### config.mk
export PLATFORM = sky130hd
export DESIGN_NAME = log_norm_pipe
export DESIGN_NICKNAME = d
export VERILOG_FILES = /design/src/rtl/log_norm_pipe.sv
export SDC_FILE = /design/constraint.sdc
export NUM_CORES = 1
export LEC_CHECK = 0
export ABC_AREA = 0
export CAP_MARGIN = 20
export CORE_AREA = 2 2 82 84
export CTS_CLUSTER_DIAMETER = 150
export DETAILED_ROUTE_END_ITERATION = 10
export DIE_AREA = 0 0 84 86
export DONT_BUFFER_PORTS = 1
export PLACE_DENSITY_LB_ADDON = 0.08
export SLEW_MARGIN = 30
export SYNTH_ARGS = -nofsm -noshare
export SYNTH_HDL_FRONTEND = slang
export SYNTH_SLANG_ARGS = --single-unit
### constraint.sdc
create_clock -name clk -period 3.42 [get_ports clk]
set_input_delay 0.855 -clock clk [delete_from_list [all_inputs] [get_ports clk]]
set_output_delay 0.855 -clock clk [all_outputs]
set_load 0.01 [all_outputs]
### src/rtl/log_norm_pipe.sv
// Mitchell log-domain normalizer: leading-one code check plus fraction extraction.
// Two-stage valid/ready pipeline with full backpressure, 1 beat/cycle.
module log_norm_pipe #(
    parameter int DATA_W = 12,
    parameter int FRAC_W = 8
) (
    input  logic              clk,
    input  logic              rst,
    input  logic              in_valid,
    output logic              in_ready,
    input  logic [DATA_W-1:0] in_data,
    input  logic [3:0]        in_pos,
    output logic              out_valid,
    input  logic              out_ready,
    output logic [3:0]        out_exp,
    output logic [FRAC_W-1:0] out_frac,
    output logic              out_zero,
    output logic              out_err
);

    localparam int LW     = DATA_W - 1;
    localparam int WIDE_W = LW + 16;

    logic              s1_valid_q;
    logic [DATA_W-1:0] s1_data_q;
    logic [3:0]        s1_p_q;
    logic              s1_zero_q;
    logic              s1_err_q;

    logic              out_valid_q;
    logic [3:0]        out_exp_q;
    logic [FRAC_W-1:0] out_frac_q;
    logic              out_zero_q;
    logic              out_err_q;

    logic              s1_adv;
    logic              s2_adv;

    logic [3:0]        dec_p;
    logic [DATA_W-1:0] low_mask;
    logic [DATA_W-1:0] p_sel;
    logic              dec_hit;
    logic              dec_zero;
    logic              dec_err;

    logic [LW-1:0]     norm_lo;
    logic [WIDE_W-1:0] wide;
    logic [3:0]        exp_d;
    logic [FRAC_W-1:0] frac_d;
    logic              unused_wide;

    assign s2_adv   = !out_valid_q || out_ready;
    assign s1_adv   = !s1_valid_q || s2_adv;
    assign in_ready = s1_adv;

    // Code 12 is the encoder's alias for bit 11; 13..15 are illegal.
    always_comb begin
        dec_p = 4'd0;
        if (in_pos <= 4'd11) begin
            dec_p = in_pos;
        end else if (in_pos == 4'd12) begin
            dec_p = 4'd11;
        end
        low_mask = {DATA_W{1'b1}} >> (4'd11 - dec_p);
        p_sel    = {{(DATA_W-1){1'b0}}, 1'b1} << dec_p;
        dec_hit  = |(in_data & p_sel);
        dec_zero = ~|in_data;
        dec_err  = !dec_zero
                && ((in_pos > 4'd12) || !dec_hit
                    || (|(in_data & ~low_mask)));
    end

    always_comb begin
        norm_lo     = LW'(s1_data_q << (4'd11 - s1_p_q));
        wide        = {norm_lo, 16'b0};
        frac_d      = s1_zero_q ? '0 : wide[WIDE_W-1 -: FRAC_W];
        exp_d       = s1_zero_q ? 4'd0 : s1_p_q;
        unused_wide = ^wide[WIDE_W-FRAC_W-1:0];
    end

    always_ff @(posedge clk) begin
        if (rst) begin
            s1_valid_q  <= 1'b0;
            out_valid_q <= 1'b0;
            out_exp_q   <= '0;
            out_frac_q  <= '0;
            out_zero_q  <= 1'b0;
            out_err_q   <= 1'b0;
        end else begin
            if (s1_adv) begin
                s1_valid_q <= in_valid;
            end
            if (s2_adv) begin
                out_valid_q <= s1_valid_q;
                if (s1_valid_q) begin
                    out_exp_q  <= exp_d;
                    out_frac_q <= frac_d;
                    out_zero_q <= s1_zero_q;
                    out_err_q  <= s1_err_q;
                end
            end
        end
    end

    always_ff @(posedge clk) begin
        if (s1_adv && in_valid) begin
            s1_data_q <= in_data;
            s1_p_q    <= dec_p;
            s1_zero_q <= dec_zero;
            s1_err_q  <= dec_err;
        end
    end

    assign out_valid = out_valid_q;
    assign out_exp   = out_exp_q;
    assign out_frac  = out_frac_q;
    assign out_zero  = out_zero_q;
    assign out_err   = out_err_q;

endmodule

## Word-level counts from Yosys, hierarchy flattened

Cells that the tools add are included.

- Register bits after elaboration: 34
- Bits of input ports: 20
- Output and inout port bits: 16

- Add/subtract/negate cells: 2
- $lt $le $gt $ge: 2
- Equality and inequality tests: 1
- Shift-type cells: 3
- Mux-type cells: 4
- Bitwise operators: 3
- Reductions and logical operators: 14

Operators with widths:

| operator | number |
|---|---|
| OR reduction 12 bit | 3 |
| bitwise AND 12 bit | 2 |
| two-way mux 4 bit | 3 |
| inverter 12 bit | 1 |
| << shifter 1 x 4 -> 12 bit (first input constant) | 1 |
| << shifter 12 x 4 -> 11 bit | 1 |
| >> shifter 12 x 4 -> 12 bit (first input constant) | 1 |
| two-way mux 8 bit | 1 |
| subtractor 4 bit (first input constant) | 2 |
| == test 4 bit (second input constant) | 1 |
| > comparator 4 bit (second input constant) | 1 |
| <= comparator 4 bit (second input constant) | 1 |
| logical NOT 1 bit | 4 |
| logical OR 1 bit | 4 |
| logical AND 1 bit | 2 |
| AND reduction 2 bit | 1 |

## Depth between registers and ports, before layout

Gate-level depths: netlist of the first run.

- Depth after elaboration: 10
- Depth in mapped cells: 9

## Worst setup path before layout of the first run

No wires, ideal clock.

- Kind: in2reg
- Start point: input in_pos[0]
- End point: register s1_err_q (data pin)
- Setup time: 269 ps
- Arrival time: 2344 ps
- Path slack: 806 ps
- Stages on the path: 8
- Buffers on the path: 1
- Cells stage by stage: buf_2 -> nor2_1 -> o21a_1 -> ha_1 -> a221oi_1 -> o21ai_1 -> a222oi_1 -> a31oi_1

- Longest elaborated chain between the ends: 10

RTL lines:

| item | line | text |
|---|---|---|
| start: declaration | 12 | `input logic [3:0] in_pos,` |
| parallel branches: the longest is 2 deep, another holds <= comparator 4 bit | -- |  |
| two-way mux 4 bit (*) | 59 | `if (in_pos <= 4'd11) begin` |
| named net dec_p[3] | 39 | `logic [3:0] dec_p;` |
| subtractor 4 bit / << shifter 1 x 4 -> 12 bit (equally long branches) | 64, 65 |  |
| >> shifter 12 x 4 -> 12 bit / bitwise AND 12 bit (equally long branches) | 64, 66 |  |
| inverter 12 bit / OR reduction 12 bit (equally long branches) | 70, 66 |  |
| bitwise AND 12 bit / logical NOT 1 bit (equally long branches) | 70, 69 |  |
| OR reduction 12 bit / logical OR 1 bit (equally long branches) | 70, 69 |  |
| logical OR 1 bit (*) | 70 | `\|\| (\|(in_data & ~low_mask)));` |
| logical AND 1 bit (*) | 69 | `&& ((in_pos > 4'd12) \|\| !dec_hit` |
| named net dec_err | 44 | `logic dec_err;` |
| end signal: assignment | 110 | `s1_err_q <= dec_err;` |
| end: declaration | 28 | `logic s1_err_q;` |

Mark *: on every way through the listed nets, which the timed path passes.
A chain may end at the register's enable or synchronous reset.

## Worst setup path after layout of the first run

- Start point: input in_pos[2]
- End point: register s1_err_q (data pin)

The elaborated chain is that of the path after synthesis.

==> run metrics, run 1 <==
Syn Nets just under 200; TritonCTS Sinks 33; max cap viols 0; placed cell count approximately 240; Setup Skew 0.00823 ns; Post-Route WL between 4 and 5 mm; setup repair after global routing missed its margin no; final setup violation count 0; M2 GR Usage ~20%; largest cells by area after synthesis edfxtp_1 (28%), dfxtp_1 (17%), mux4_1 (5.7%); H-tree levels 2; final count of hold timing violations 0; Hold WS between 0.4 and 0.5 ns; CP endpoint kind register; Slew @ Worst Pin approximately 0.75 ns; global route total overflow 0; I/O Pins 36; Port Buffers 0; maximum clock frequency 0.430 GHz; Synth Register Bits 33; Cells after Synth approximately 170; final setup TNS 0 ns; CTS tree yes; drc violations 0; synth warn 0; die height 86 um; Core Util, Final 31.0%; WL per Instance between 15 and 20 um; worst slack, placed ~0.82 ns; Max Root-Sink Buffers 2; largest net degree at the start of global routing 19; Worst Setup Start Kind input port; Core Rows 29; post-synth top area cell edfxtp_1; Vias/cell 5.57; initial DRC count 69; diode count 0; mapped cell area about 0.0018 mm^2; final period utilization 68.1%; fin cells about 250; Power Density roughly 440 mW/mm^2; CTS resizes 0; initial antenna violation count 0; Core Area about 0.0063 mm^2; reg2reg path depth 4; Setup CP Type input port to register; Synth-to-Final Area Change 6.21%; DP Wirelength roughly 3.3 mm; count of antenna-violating nets left after detailed routing 0; most frequent cells in the layout nor2_1 (22), a21oi_1 (18), edfxtp_1 (17); die area between 0.007 and 0.008 mm^2; Placement Cell Area ~0.0019 mm^2; total CTS buffers 5; min-delay worst type register to register; top-area cell type share of the netlist area between 20% and 30%; first-pass GRT wire length approximately 7.1 mm; clk slew on worst S/H paths 0.07 ns; Max transition margin roughly half; maximum VDD drop about 150 uV; minimum clock period 2.33 ns; Overall Power about 860 uW; Leak Pwr 0.680 nW; CTS Hold Buffers Added 0; WHS Path Cells 2; share of cells above drive strength 1 around a tenth; Clock Root Buffer clkbuf_8; crit path DAT about 2.4 ns; most common cell after layout, fill and taps aside nor2_1; busiest layer in global routing met2; Post-synth ARST share 0%; Final Max Tran Viols 0; Max FO, Critical Path 7; setup ws final 1.09 ns; number of nets in the layout between 150 and 200; die width between 80 and 90 um; clock insertion delay at the later pin of the skew report around 0.29 ns; synthesized area per cell between 10 and 15 um^2; Primary FF master, synth edfxtp_1; final instance area slightly below 0.002 mm^2; RePlAce Congestion 0.910; outcome finished clean; register area share after synthesis roughly 45%; vias in the first global route ~1300; vias post-DR between 1000 and 1500; global-route usage over all layers between 10 and 15%; required time of the critical path approximately 3.4 ns; number of enable flip-flop cells after synthesis 17; Post-CTS Setup Bufs 0; met3 global-route usage 4.04%; First-pass DRT Iterations 4; Starting Density ~30%; Synth cell types 48; met1 usage about 15%
==> sequential cells by signal, summed over array words and instances, names as in the netlist <==
register	cells
s1_data_q	11
s1_zero_q	1
out_zero	1
s1_p_q	4
out_err	1
out_exp	4
out_valid	1
out_frac	8
s1_valid_q	1
s1_err_q	1
==> critical path: stages <==
cell	delay [ns]
inv_1	0.08
o21a_1	0.24
ha_1	0.33
a221oi_1	0.27
o21ai_1	0.10
a222oi_1	0.34
a31oi_1	0.13
==> report_power, final <==
group | internal (mW) | switching [mW]
clock | 0.164 | 0.141
sequential | 0.437 | 0.0256
combinational | 0.0480 | 0.0474
==> metal layers <==
layer | up-vias | part of all wire, %
met2 | 53 | 48
met3 | 7 | 7.2
met4 | 0 | 2.0
met1 | 665 | 43
met5 | - | 0
li1 | 662 | -
==> cell usage after synthesis, types with 2 or more instances <==
library cell  instances
clkbuf_8              2
a21o_1                2
a21oi_1              18
ha_1                  2
buf_2                 2
nor3b_1               5
mux4_1                4
nand2_1               8
edfxtp_1             17
a22oi_1               7
nor4_1                3
nand2b_1              4
inv_1                 5
mux4_2                2
mux2i_1               8
or3_1                 2
nor2_1               22
o21ai_0               5
a31oi_1               2
buf_6                 2
a221oi_1              2
a32oi_1               2
nand3_1               2
nor2b_1               4
dfxtp_1              16
a221o_1               2
or4_1                 2
==> layout make-up <==
cell class                      count  area, um^2
Clock buffer                        8        90.1
Sequential cell                    33         831
Fill cell                         635        4330
Inverter                            5        18.8
Multi-Input combinational cell    126         911
Tap cell                           77        96.3
==> kinds of logic after synthesis <==
group / synth area share, %
AO/OA/AOI/OAI: 18.3
adder cells (fa/ha/maj): 1.36
buffers and inverters: 4.98
flip-flops: 45.3
multiplexers: 13.2
AND/OR/NAND/NOR: 16.9
==> path summary, 6_finish.rpt <==
check / from / endpoint / slack (ns)
worst max-delay path: in_pos[2] / s1_err_q / 1.09
worst min-delay path: out_zero / out_zero / 0.50
worst max register to register: s1_p_q[0] / out_frac[6] / 1.44
worst min register to register: out_zero / out_zero / 0.50
(Power assumes the default switching activity.)
==> inputs of run 2 (changes only) <==
clock period = 1.9 ns   (was 3.42 ns; I/O delays follow)
==> run metrics, run 2 (synthesis gave the netlist of run 1 again) <==
most common cell after layout, fill and taps aside nor2_1; count of antenna-violating nets left after detailed routing 0; die area 0.00722 mm^2; CP Launch Point in_pos[1]; H-tree levels 2; First-pass DRT Iterations 4; launch point of the worst hold path rst; first-pass GRT wire length approximately 7.2 mm; largest net degree at the start of global routing 19; Filler Cells Inserted ~630; required time of the critical path 1.92 ns; setup ws final around 0.13 ns; maximum clock frequency roughly 0.56 GHz; largest reg by FF count s1_data_q; initial DRC count about 80; CTS Hold Buffers Added 0; Power Density ~810 mW/mm^2; initial antenna violation count 0; drc violations 0; Overall Power 1.68 mW; R2R setup slack roughly 0.17 ns; Synth-to-Final Area Change 12.8%; worst slack, placed -0.166 ns; diode count 0; Max transition margin about half; Final Max Tran Viols 0; crit path DAT around 1.8 ns; total CTS buffers 5; Post-Route WL between 4 and 5 mm; global-route usage over all layers roughly an eighth; max reg flops 11; clock insertion delay at the later pin of the skew report roughly 0.28 ns; max cap viols 0; DP Wirelength 3.41 mm; maximum VDD drop just under 300 uV; Core Util, Final between 30% and 40%; Leak Pwr ~0.74 nW; final period utilization between 90% and 100%; Max Root-Sink Buffers 2; clk slew on worst S/H paths ~0.07 ns; most frequent cells in the layout nor2_1 (21), a21oi_1 (18), edfxtp_1 (17); setup repair after global routing missed its margin yes; share of cells above drive strength 1 between 15 and 20%; Port Buffers 0; outcome finished clean; Setup CP Type input port to register; CP endpoint kind register; minimum clock period approximately 1.8 ns; Slew @ Worst Pin around 0.73 ns; Core Area 0.00628 mm^2; TritonCTS Sinks 33; vias in the first global route about 1400; final setup violation count 0; final count of hold timing violations 0; die height approximately 86 um; Worst Setup Start Kind input port; Starting Density slightly below 30%; Max FO, Critical Path 14; WL per Instance 16.9 um; Vias/cell roughly 5.5; global route total overflow 0; vias post-DR between 1000 and 1500; Hold WS 0.254 ns; number of nets in the layout a little over 200; Core Rows 29; RePlAce Congestion approximately 0.87; Worst R2R Start s1_p_q[0]; CTS tree yes; die width ~84 um; Clock Root Buffer clkbuf_8; Setup Skew between 0.006 and 0.007 ns; min-delay worst type input port to register; I/O Pins 36
==> run 2: changes by cell type in the layout (fill, tap and decap cells not counted), sizes merged <==
cell and change:
buf +10, clkbuf -3, bufinv +1, clkinv +1, clkinvlp +1
==> run 2: repair_timing <==
action / in CTS / in global routing
buffers inserted: 0 / 1
setup endpoints to repair: 0 / 1
gates resized for setup: 0 / 0
==> run 2: per-stage QoR <==
stage / cell area, um^2 / TNS, ns / instances
CTS: 2060 / 0 / 258
floorplan: 1870 / -0.153 / 173
global route: 2070 / -0.00969 / 259
global placement: 1950 / -0.116 / 250
finish: 2070 / 0 / 259
detailed placement: 1950 / -0.166 / 250
==> run 2: area by class of cell <==
cell class | instances | area [um^2] | share of cell area [%]
multi-input combinational | 126 | 937 | 45.3
sequential | 33 | 831 | 40.2
tap | 77 | 96.3 | 4.66
timing repair buffer | 10 | 75.1 | 3.63
clock buffer | 5 | 68.8 | 3.33
clock inverter | 3 | 41.3 | 2.00
inverter | 5 | 18.8 | 0.907
==> run 2: path summary, 6_finish.rpt <==
kind            endpoint  depth (start not counted)
min reg2reg     out_zero                          2
max reg2reg  out_frac[7]                          6
max             s1_err_q                          7
min             out_zero                          1
==> run 2: worst max-delay path, cell delays in order <==
cell and delay (ns):
nor2_4 0.09, o21a_1 0.18, ha_4 0.23, a221oi_2 0.23
o21ai_1 0.10, a222oi_1 0.35, a31oi_1 0.13
==> run 2: power by group <==
| part | internal, mW | switching [mW] |
|---|---|---|
| Sequential | 0.786 | 0.0353 |
| Clock | 0.386 | 0.271 |
| Combinational | 0.103 | 0.101 |
| Total | 1.28 | 0.408 |
==> run 2: per-layer routing <==
metal / GRT usage (%) / share of wire [%]
met1: 14.6 / 43
met4: 4.99 / 1.8
met5: 0 / 0
met3: 4.23 / 5.8
met2: 21.2 / 49
